===== src/rtl/seg_mux_ctrl.sv =====
// Time-multiplexed N-digit 7-segment driver: one digit per refresh slot, an all-off guard
// at each slot start, and double-buffered frame data that swaps only at the frame boundary.
module seg_mux_ctrl #(
    parameter int N_DIGITS       = 4,
    parameter int REFRESH_DIV    = 100000,
    parameter int GUARD          = 2000,
    parameter int SEG_ACTIVE_LOW = 1,
    parameter int AN_ACTIVE_LOW  = 1,
    parameter int LZ_SUPPRESS    = 0
) (
    input  logic                    clk,
    input  logic                    rst,
    input  logic                    en,
    input  logic                    load,
    input  logic [4*N_DIGITS-1:0]   disp_vals,
    input  logic [N_DIGITS-1:0]     dp_in,
    input  logic [N_DIGITS-1:0]     blank,
    output logic [6:0]              seg_out,
    output logic                    dp_out,
    output logic [N_DIGITS-1:0]     an_out,
    output logic                    frame_done
);

    localparam int TICK_W = (REFRESH_DIV > 1) ? $clog2(REFRESH_DIV) : 1;
    localparam int IDX_W  = (N_DIGITS > 1) ? $clog2(N_DIGITS) : 1;

    localparam logic [TICK_W-1:0]   TICK_LAST = TICK_W'(REFRESH_DIV - 1);
    localparam logic [TICK_W-1:0]   GUARD_END = TICK_W'(GUARD);
    localparam logic [IDX_W-1:0]    IDX_LAST  = IDX_W'(N_DIGITS - 1);
    localparam logic                SEG_INV   = (SEG_ACTIVE_LOW != 0);
    localparam logic                AN_INV    = (AN_ACTIVE_LOW != 0);
    localparam logic                LZ_EN     = (LZ_SUPPRESS != 0);
    localparam logic [6:0]          SEG_OFF   = {7{SEG_INV}};
    localparam logic                DP_OFF    = SEG_INV;
    localparam logic [N_DIGITS-1:0] AN_OFF    = {N_DIGITS{AN_INV}};

    // Active-high segment pattern {a,b,c,d,e,f,g} for a hex nibble.
    function automatic logic [6:0] seg_decode(input logic [3:0] nib);
        logic [6:0] pat;
        case (nib)
            4'h0:    pat = 7'h7E;
            4'h1:    pat = 7'h30;
            4'h2:    pat = 7'h6D;
            4'h3:    pat = 7'h79;
            4'h4:    pat = 7'h33;
            4'h5:    pat = 7'h5B;
            4'h6:    pat = 7'h5F;
            4'h7:    pat = 7'h70;
            4'h8:    pat = 7'h7F;
            4'h9:    pat = 7'h73;
            4'hA:    pat = 7'h77;
            4'hB:    pat = 7'h1F;
            4'hC:    pat = 7'h4E;
            4'hD:    pat = 7'h3D;
            4'hE:    pat = 7'h4F;
            4'hF:    pat = 7'h47;
            default: pat = 7'h00;
        endcase
        return pat;
    endfunction

    // Digit i is a suppressed leading zero when it and every digit to its left are zero.
    function automatic logic [N_DIGITS-1:0] lz_mask(input logic [4*N_DIGITS-1:0] vals);
        logic [N_DIGITS-1:0] mask;
        logic                zero_run;
        mask     = '0;
        zero_run = 1'b1;
        for (int i = N_DIGITS - 1; i >= 0; i--) begin
            zero_run = zero_run & (vals[4*i +: 4] == 4'h0);
            mask[i]  = LZ_EN & (i != 0) & zero_run;
        end
        return mask;
    endfunction

    logic [TICK_W-1:0]     tick_r;
    logic [IDX_W-1:0]      idx_r;
    logic [4*N_DIGITS-1:0] pend_vals_r;
    logic [N_DIGITS-1:0]   pend_dp_r;
    logic [N_DIGITS-1:0]   pend_blank_r;
    logic [4*N_DIGITS-1:0] act_vals_r;
    logic [N_DIGITS-1:0]   act_dp_r;
    logic [N_DIGITS-1:0]   act_blank_r;

    logic                  slot_end_s;
    logic                  wrap_s;
    logic [N_DIGITS-1:0]   lz_dark_s;
    logic [3:0]            nib_s;
    logic                  dp_sel_s;
    logic                  dark_s;
    logic [N_DIGITS-1:0]   an_sel_s;

    assign slot_end_s = en & (tick_r == TICK_LAST);
    assign wrap_s     = slot_end_s & (idx_r == IDX_LAST);
    assign lz_dark_s  = lz_mask(act_vals_r);

    // Select the active frame data for the digit currently being scanned.
    always_comb begin
        nib_s    = 4'h0;
        dp_sel_s = 1'b0;
        dark_s   = 1'b1;
        an_sel_s = '0;
        for (int i = 0; i < N_DIGITS; i++) begin
            if (idx_r == IDX_W'(i)) begin
                nib_s       = act_vals_r[4*i +: 4];
                dp_sel_s    = act_dp_r[i];
                dark_s      = act_blank_r[i] | lz_dark_s[i];
                an_sel_s[i] = 1'b1;
            end else begin
                an_sel_s[i] = 1'b0;
            end
        end
    end

    // Slot tick counter and scanned-digit index; both freeze while en is low.
    always_ff @(posedge clk) begin
        if (rst) begin
            tick_r <= '0;
            idx_r  <= '0;
        end else if (en) begin
            if (tick_r == TICK_LAST) begin
                tick_r <= '0;
                idx_r  <= (idx_r == IDX_LAST) ? '0 : idx_r + IDX_W'(1);
            end else begin
                tick_r <= tick_r + TICK_W'(1);
                idx_r  <= idx_r;
            end
        end else begin
            tick_r <= tick_r;
            idx_r  <= idx_r;
        end
    end

    // Pending frame captures every load; active frame changes only on the wrap edge,
    // taking a same-edge load directly so it is not delayed a whole frame.
    always_ff @(posedge clk) begin
        if (rst) begin
            pend_vals_r  <= '0;
            pend_dp_r    <= '0;
            pend_blank_r <= '1;
            act_vals_r   <= '0;
            act_dp_r     <= '0;
            act_blank_r  <= '1;
        end else begin
            if (load) begin
                pend_vals_r  <= disp_vals;
                pend_dp_r    <= dp_in;
                pend_blank_r <= blank;
            end else begin
                pend_vals_r  <= pend_vals_r;
                pend_dp_r    <= pend_dp_r;
                pend_blank_r <= pend_blank_r;
            end
            if (wrap_s) begin
                act_vals_r  <= load ? disp_vals : pend_vals_r;
                act_dp_r    <= load ? dp_in     : pend_dp_r;
                act_blank_r <= load ? blank     : pend_blank_r;
            end else begin
                act_vals_r  <= act_vals_r;
                act_dp_r    <= act_dp_r;
                act_blank_r <= act_blank_r;
            end
        end
    end

    // Registered pin drive: dark during reset, pause and guard; dark digits keep their anode.
    always_ff @(posedge clk) begin
        if (rst || !en) begin
            seg_out    <= SEG_OFF;
            dp_out     <= DP_OFF;
            an_out     <= AN_OFF;
            frame_done <= 1'b0;
        end else begin
            frame_done <= wrap_s;
            if (tick_r < GUARD_END) begin
                seg_out <= SEG_OFF;
                dp_out  <= DP_OFF;
                an_out  <= AN_OFF;
            end else begin
                an_out  <= an_sel_s ^ AN_OFF;
                seg_out <= dark_s ? SEG_OFF : (seg_decode(nib_s) ^ SEG_OFF);
                dp_out  <= dark_s ? DP_OFF  : (dp_sel_s ^ DP_OFF);
            end
        end
    end

endmodule

===== config.mk =====
export PLATFORM = sky130hd
export DESIGN_NAME = seg_mux_ctrl
export DESIGN_NICKNAME = d
export VERILOG_FILES = /design/src/rtl/seg_mux_ctrl.sv
export SDC_FILE = /design/constraint.sdc
export NUM_CORES = 1
export LEC_CHECK = 0
export ABC_AREA = 1
export ABC_CLOCK_PERIOD_IN_PS = 2920
export CORE_ASPECT_RATIO = 0.5
export CORE_MARGIN = 3
export CORE_UTILIZATION = 50
export DETAILED_ROUTE_END_ITERATION = 8
export PLACE_DENSITY = 0.82
export SLEW_MARGIN = 5
export SYNTH_ARGS = -nofsm -noshare
export SYNTH_HDL_FRONTEND = slang
export SYNTH_SLANG_ARGS = --single-unit

===== constraint.sdc =====
create_clock -name clk -period 2.92 [get_ports clk]
set_clock_uncertainty 0.2 [all_clocks]
set_input_delay 0.584 -clock clk [delete_from_list [all_inputs] [get_ports clk]]
set_output_delay 0.584 -clock clk [all_outputs]
set_load 0.1 [all_outputs]

**After elaboration in Yosys (flattened, before gate mapping)**

Memories as Yosys holds them, arrays and structs flattened.
Cells that the tools add are included.

- Memories: 1
- Logic and storage cells: 54
- Bits of input ports: 28
- ROM bits: 112
- Flip-flop bits (word level): 80

- Reduce and logical (&&, ||, !) cells: 6
- Multiplexer cells: 23
- $add $sub $neg: 2
- $lt $le $gt $ge: 1
- Bitwise gates (word level): 5
- Equality and inequality tests: 4

Memories:

| memory | words | bits a word | rd ports | clocked after memory_dff | wr ports | RTL line | text |
|---|---|---|---|---|---|---|---|
| (no name shown) | 16 | 7 | 1 | 0 | 0 | 40 | `case (nib)` |

Operators with widths:

| operator | number |
|---|---|
| 2-to-1 mux 4 bit | 6 |
| adder 17 x 1 -> 17 bit (second input constant) | 1 |
| == test 17 bit (second input constant) | 1 |
| < comparator 17 x 11 -> 1 bit (second input constant) | 1 |
| 2-to-1 mux 17 bit | 1 |
| 2-to-1 mux 16 bit | 1 |
| 2-to-1 mux 7 bit | 2 |
| 2-to-1 mux 1 bit | 12 |
| inverter 7 bit | 1 |
| == test 2 bit (second input constant) | 2 |
| inverter 4 bit | 1 |
| OR reduction 3 bit | 1 |
| adder 2 x 1 -> 2 bit (second input constant) | 1 |
| bitwise AND 1 bit | 2 |
| == test 2 x 1 -> 1 bit (second input constant) | 1 |
| logical NOT 2 bit | 1 |
| 2-to-1 mux 2 bit | 1 |
| AND reduction 2 bit | 1 |
| OR reduction 2 bit | 1 |
| logical NOT 1 bit | 1 |
| logical OR 1 bit | 1 |
| inverter 1 bit | 1 |

**Longest topological paths before layout**

An unclocked memory read counts as a cell.

- Depth after elaboration: 9
- Gate-level depth with buffers: 14

**Worst setup path after synthesis**

Ideal clock, no wire load.

- Path type: reg-to-reg
- Start point: register idx_r[0]
- End point: register seg_out[3]
- Buffers on the path: 1
- Setup slack: 0.601 ns
- Library setup time: 0.125 ns
- Arrival: 1.995 ns
- Required time: 2.595 ns
- Stages on the path, launching flop included: 12
- Period minus slack after synthesis: 2.319 ns
- Cell sequence: dfxtp_1 inv_1 ha_1 buf_2 a21oi_1 nand2_1 a21boi_0 inv_1 ha_1 nand3_1 nand3_1 nand3_1

- Word-level cells in the longest chain between the ends: 9
- Elaborated cells between the ends (all ways): 17
- Those cells by class: eq/ne (3); mux (10); bitwise (1); reduce/logical (2); memory (1)

RTL lines:

| item | RTL line | text |
|---|---|---|
| start: declaration | 76 | `logic [IDX_W-1:0] idx_r;` |
| start signal: assignment | 122 | `idx_r <= (idx_r == IDX_LAST) ? '0 : idx_r + IDX_W'(1);` |
| start signal: assignment | 125 | `idx_r <= idx_r;` |
| start signal: assignment | 129 | `idx_r <= idx_r;` |
| logical NOT 2 bit | 103 | `if (idx_r == IDX_W'(i)) begin` |
| 2-to-1 mux 4 bit (4 in a row) | 103 |  |
| memory read (16 x 7 bit) | -- |  |
| 2-to-1 mux 7 bit | 174 | `if (tick_r < GUARD_END) begin` |
| 2-to-1 mux 7 bit | 167 | `if (rst \|\| !en) begin` |
| inverter 7 bit (no line) | -- |  |
| end signal: assignment | 180 | `seg_out <= dark_s ? SEG_OFF : (seg_decode(nib_s) ^ SEG_OFF);` |
| end: declaration | 18 | `output logic [6:0] seg_out,` |

Parallel ways exist; a longest one is shown, timed or not. The select of a mux whose other input is x is not followed.
A chain may end at the register's enable or synchronous reset.

**Worst setup path in the final report**

Same ends and word-level chain as after synthesis.

==> results.py <==
metrics = {
    "grt": {
        "grt_pass1_vias": 3032,
        "grt_usage_pct": 19.6,
        "antenna_found_initial": 0,
        "grt_max_degree": 28,
        "grt_pass1_wl_um": 13700,
        "grt.overflow.total": 0,
    },
    "finish": {
        "final_cells": 658,
        "n_antenna_cell": 0,
        "drive_gt1_share_pct": 14.1,
        "post-route-util_pct": 64.3,
        "area_delta_synth_final_pct": 18.5,
        "fin_nets": 601,
        "layout_commonest_cell": "nand2_1",
        "final_cell_mix": "nand2_1, dfxtp_1, nor2_1",
    },
    "clock_network": {
        "post_cts_buffers": 0,
        "htreeDepth": 3,
        "cts_tree": "yes",
        "cts.sinks": 80,
        "cts_root_buf": "clkbuf_16",
        "cts.path.max_buffers": 2,
        "cts_made_buffers": 9,
        "ctsResizeCount": 0,
        "clkTransAtPathRegs_ns": 0.06,
        "insertion_delay_ns": 0.33,
        "cts_hold_repair.buffers": 0,
    },
    "logic_synthesis": {
        "synth_seq_cells": 80,
        "synth_nets": 565,
        "synth_seq_area_share_pct": 41.9,
        "syn_inst": 526,
        "yosys_warnings": 0,
        "synth_cell_types": 35,
        "avgSynthCellArea_um2": 7.26,
        "netlist_area_um2": 3820,
    },
    "timing": {
        "layout_setup_ws_ns": 0.470,
        "fin_crit_ns": 2.45,
        "maxSlewHeadroom_pct": 61.3,
        "period_share_pct": 83.9,
        "drv_slew": 0,
        "setup_tns_ns": 0,
        "hold_violations": 0,
        "setup_viol": 0,
        "grt_setup_unrepaired": "false",
        "clock.fmax_mhz": 408,
        "worst_pin_slew_ns": 0.581,
    },
    "drt": {
        "via_per_inst": 5.12,
        "dr.pass1.iters": 4,
        "wl_um": 8030,
        "wl_per_cell_um": 12.2,
        "detail-route-antenna-nets": 0,
        "drc": 0,
        "first_iter_violations": 255,
        "vias": 3367,
    },
    "status": {
        "status": "finished clean",
    },
    "floorplanning": {
        "initial_core_util_pct": 54.3,
        "dieArea_um2": 8790,
        "die-height_um": 67.8,
        "coreArea_um2": 7040,
        "top_level_ports": 41,
        "num_rows": 21,
        "die_w_um": 130,
    },
    "worst_setup_path": {
        "cp_max_fo": 8,
        "crit_chain": "inv_1 -> ha_1 -> inv_2 -> nor2_1 -> nor2_1 -> a21boi_0 -> buf_4 -> inv_1 -> ha_1 -> nand3_1 -> nand3_1 -> nand3_1",
        "cp.depth": 12,
        "critical_path_class": "flop to flop",
        "path_common_cell": "nand3_1",
        "arrival_ns": 2.46,
        "start_kind": "flop",
        "cp-end-kind": "flop",
        "critPathBufInv": 4,
        "cpPeakStageDelay_ns": 0.37,
        "cp_top_family": "adder cells",
        "reg2reg_depth": 12,
        "cp.required_ns": 2.93,
        "crit_slowest_cell": "ha_1",
    },
    "pwr": {
        "p_leak_uw": 0.00204,
        "power_density_nw_per_um2": 517,
        "peakVddDrop_mv": 0.347,
        "power_uw": 2340,
    },
    "place": {
        "pre_cts_ws_ns": 0.369,
        "dp.cells": 643,
        "place_congestion": 0.856,
        "portBuffers": 40,
        "hpwlAfterDp_um": 5720,
    },
    "flow_run": {
        "drv_cap": 0,
    },
    "hold_path": {
        "min_path_cells": 2,
        "min_path_type": "flop to flop",
    },
}
-- report_power, final --
group | internal [uW] | switching [uW]
registers | 1120 | 8.50
logic | 64.8 | 72.1
clock network | 675 | 403
total | 1860 | 484
-- final timing paths --
| path | startpoint | endpoint | slack (ns) |
|---|---|---|---|
| max | idx_r[0] | seg_out[3] | 0.47 |
| min | pend_blank_r[0] | pend_blank_r[0] | 0.26 |
| max reg2reg | idx_r[0] | seg_out[3] | 0.47 |
| min reg2reg | pend_blank_r[0] | pend_blank_r[0] | 0.26 |
-- sequential cells by signal, indices dropped and copies added, names as in the netlist --
name and count:
pend_dp_r 4, act_blank_r 4, idx_r 2, pend_blank_r 4, act_vals_r 16, seg_out 7, frame_done 1, dp_out 1
an_out 4, tick_r 17, act_dp_r 4, pend_vals_r 16
-- tightest hold or removal path: stages (launching register included) --
cell     delay [ns]
dfxtp_1        0.30
nand2_1        0.06
nand3_1        0.06
-- logic make-up (layout without fill, tap and decap cells) --
group,after synthesis,after routing,synth area share (%)
adders and majority gates,11,11,3.60
AOI/OAI and AO/OA,39,39,5.53
muxes,2,2,0.524
DFF,80,80,41.9
buffers and inverters,83,123,9.27
xor gates and xnor gates,5,5,1.15
and+or+nand+nor,306,306,38.0
-- cell type report --
class / instances / area, um2
fill: 599 / 2510
multi-input combinational: 363 / 1870
sequential: 80 / 1600
timing repair buffer: 49 / 435
clock buffer: 11 / 243
inverter: 59 / 221
tap: 92 / 115
clock inverter: 4 / 45.0
-- layer usage --
metal	up-vias	GRT usage [%]	share of wire, %	wire length [um]
li1	1754	-	-	-
met1	1513	24.7	47	3790
met2	88	33.0	45	3630
met3	12	5.46	5.8	467
met4	0	6.74	1.8	146
met5	-	0	0	0
-- per-stage QoR --
stage / cell area, um2 / hold slack (ns)
2_1_floorplan: 3820 / 0.224
3_5_place_dp: 4240 / 0.245
4_1_cts: 4530 / 0.256
3_3_place_gp: 4240 / 0.233
6_report: 4530 / 0.255
5_1_grt: 4530 / 0.275
-- synth_stat cells (all sizes together) --
master	number	area, um2
clkbuf	9	36.3
mux2i	2	20.0
or2	18	113
xnor2	2	17.5
nand3	51	305
ha	11	138
nor3	11	55.1
clkinv	1	3.75
a21oi	11	55.1
a21boi	2	15.0
nand2	120	473
o21ai	21	105
nand4	26	163
o211ai	2	15.0
o21bai	1	7.51
nor3b	2	15.0
dfxtp	80	1600
nand3b	3	22.5
o22ai	1	6.26
inv	58	218
buf	15	96.3
xor2	3	26.3
nor2	75	307
a21o	1	7.51
(Power assumes the default switching activity.)
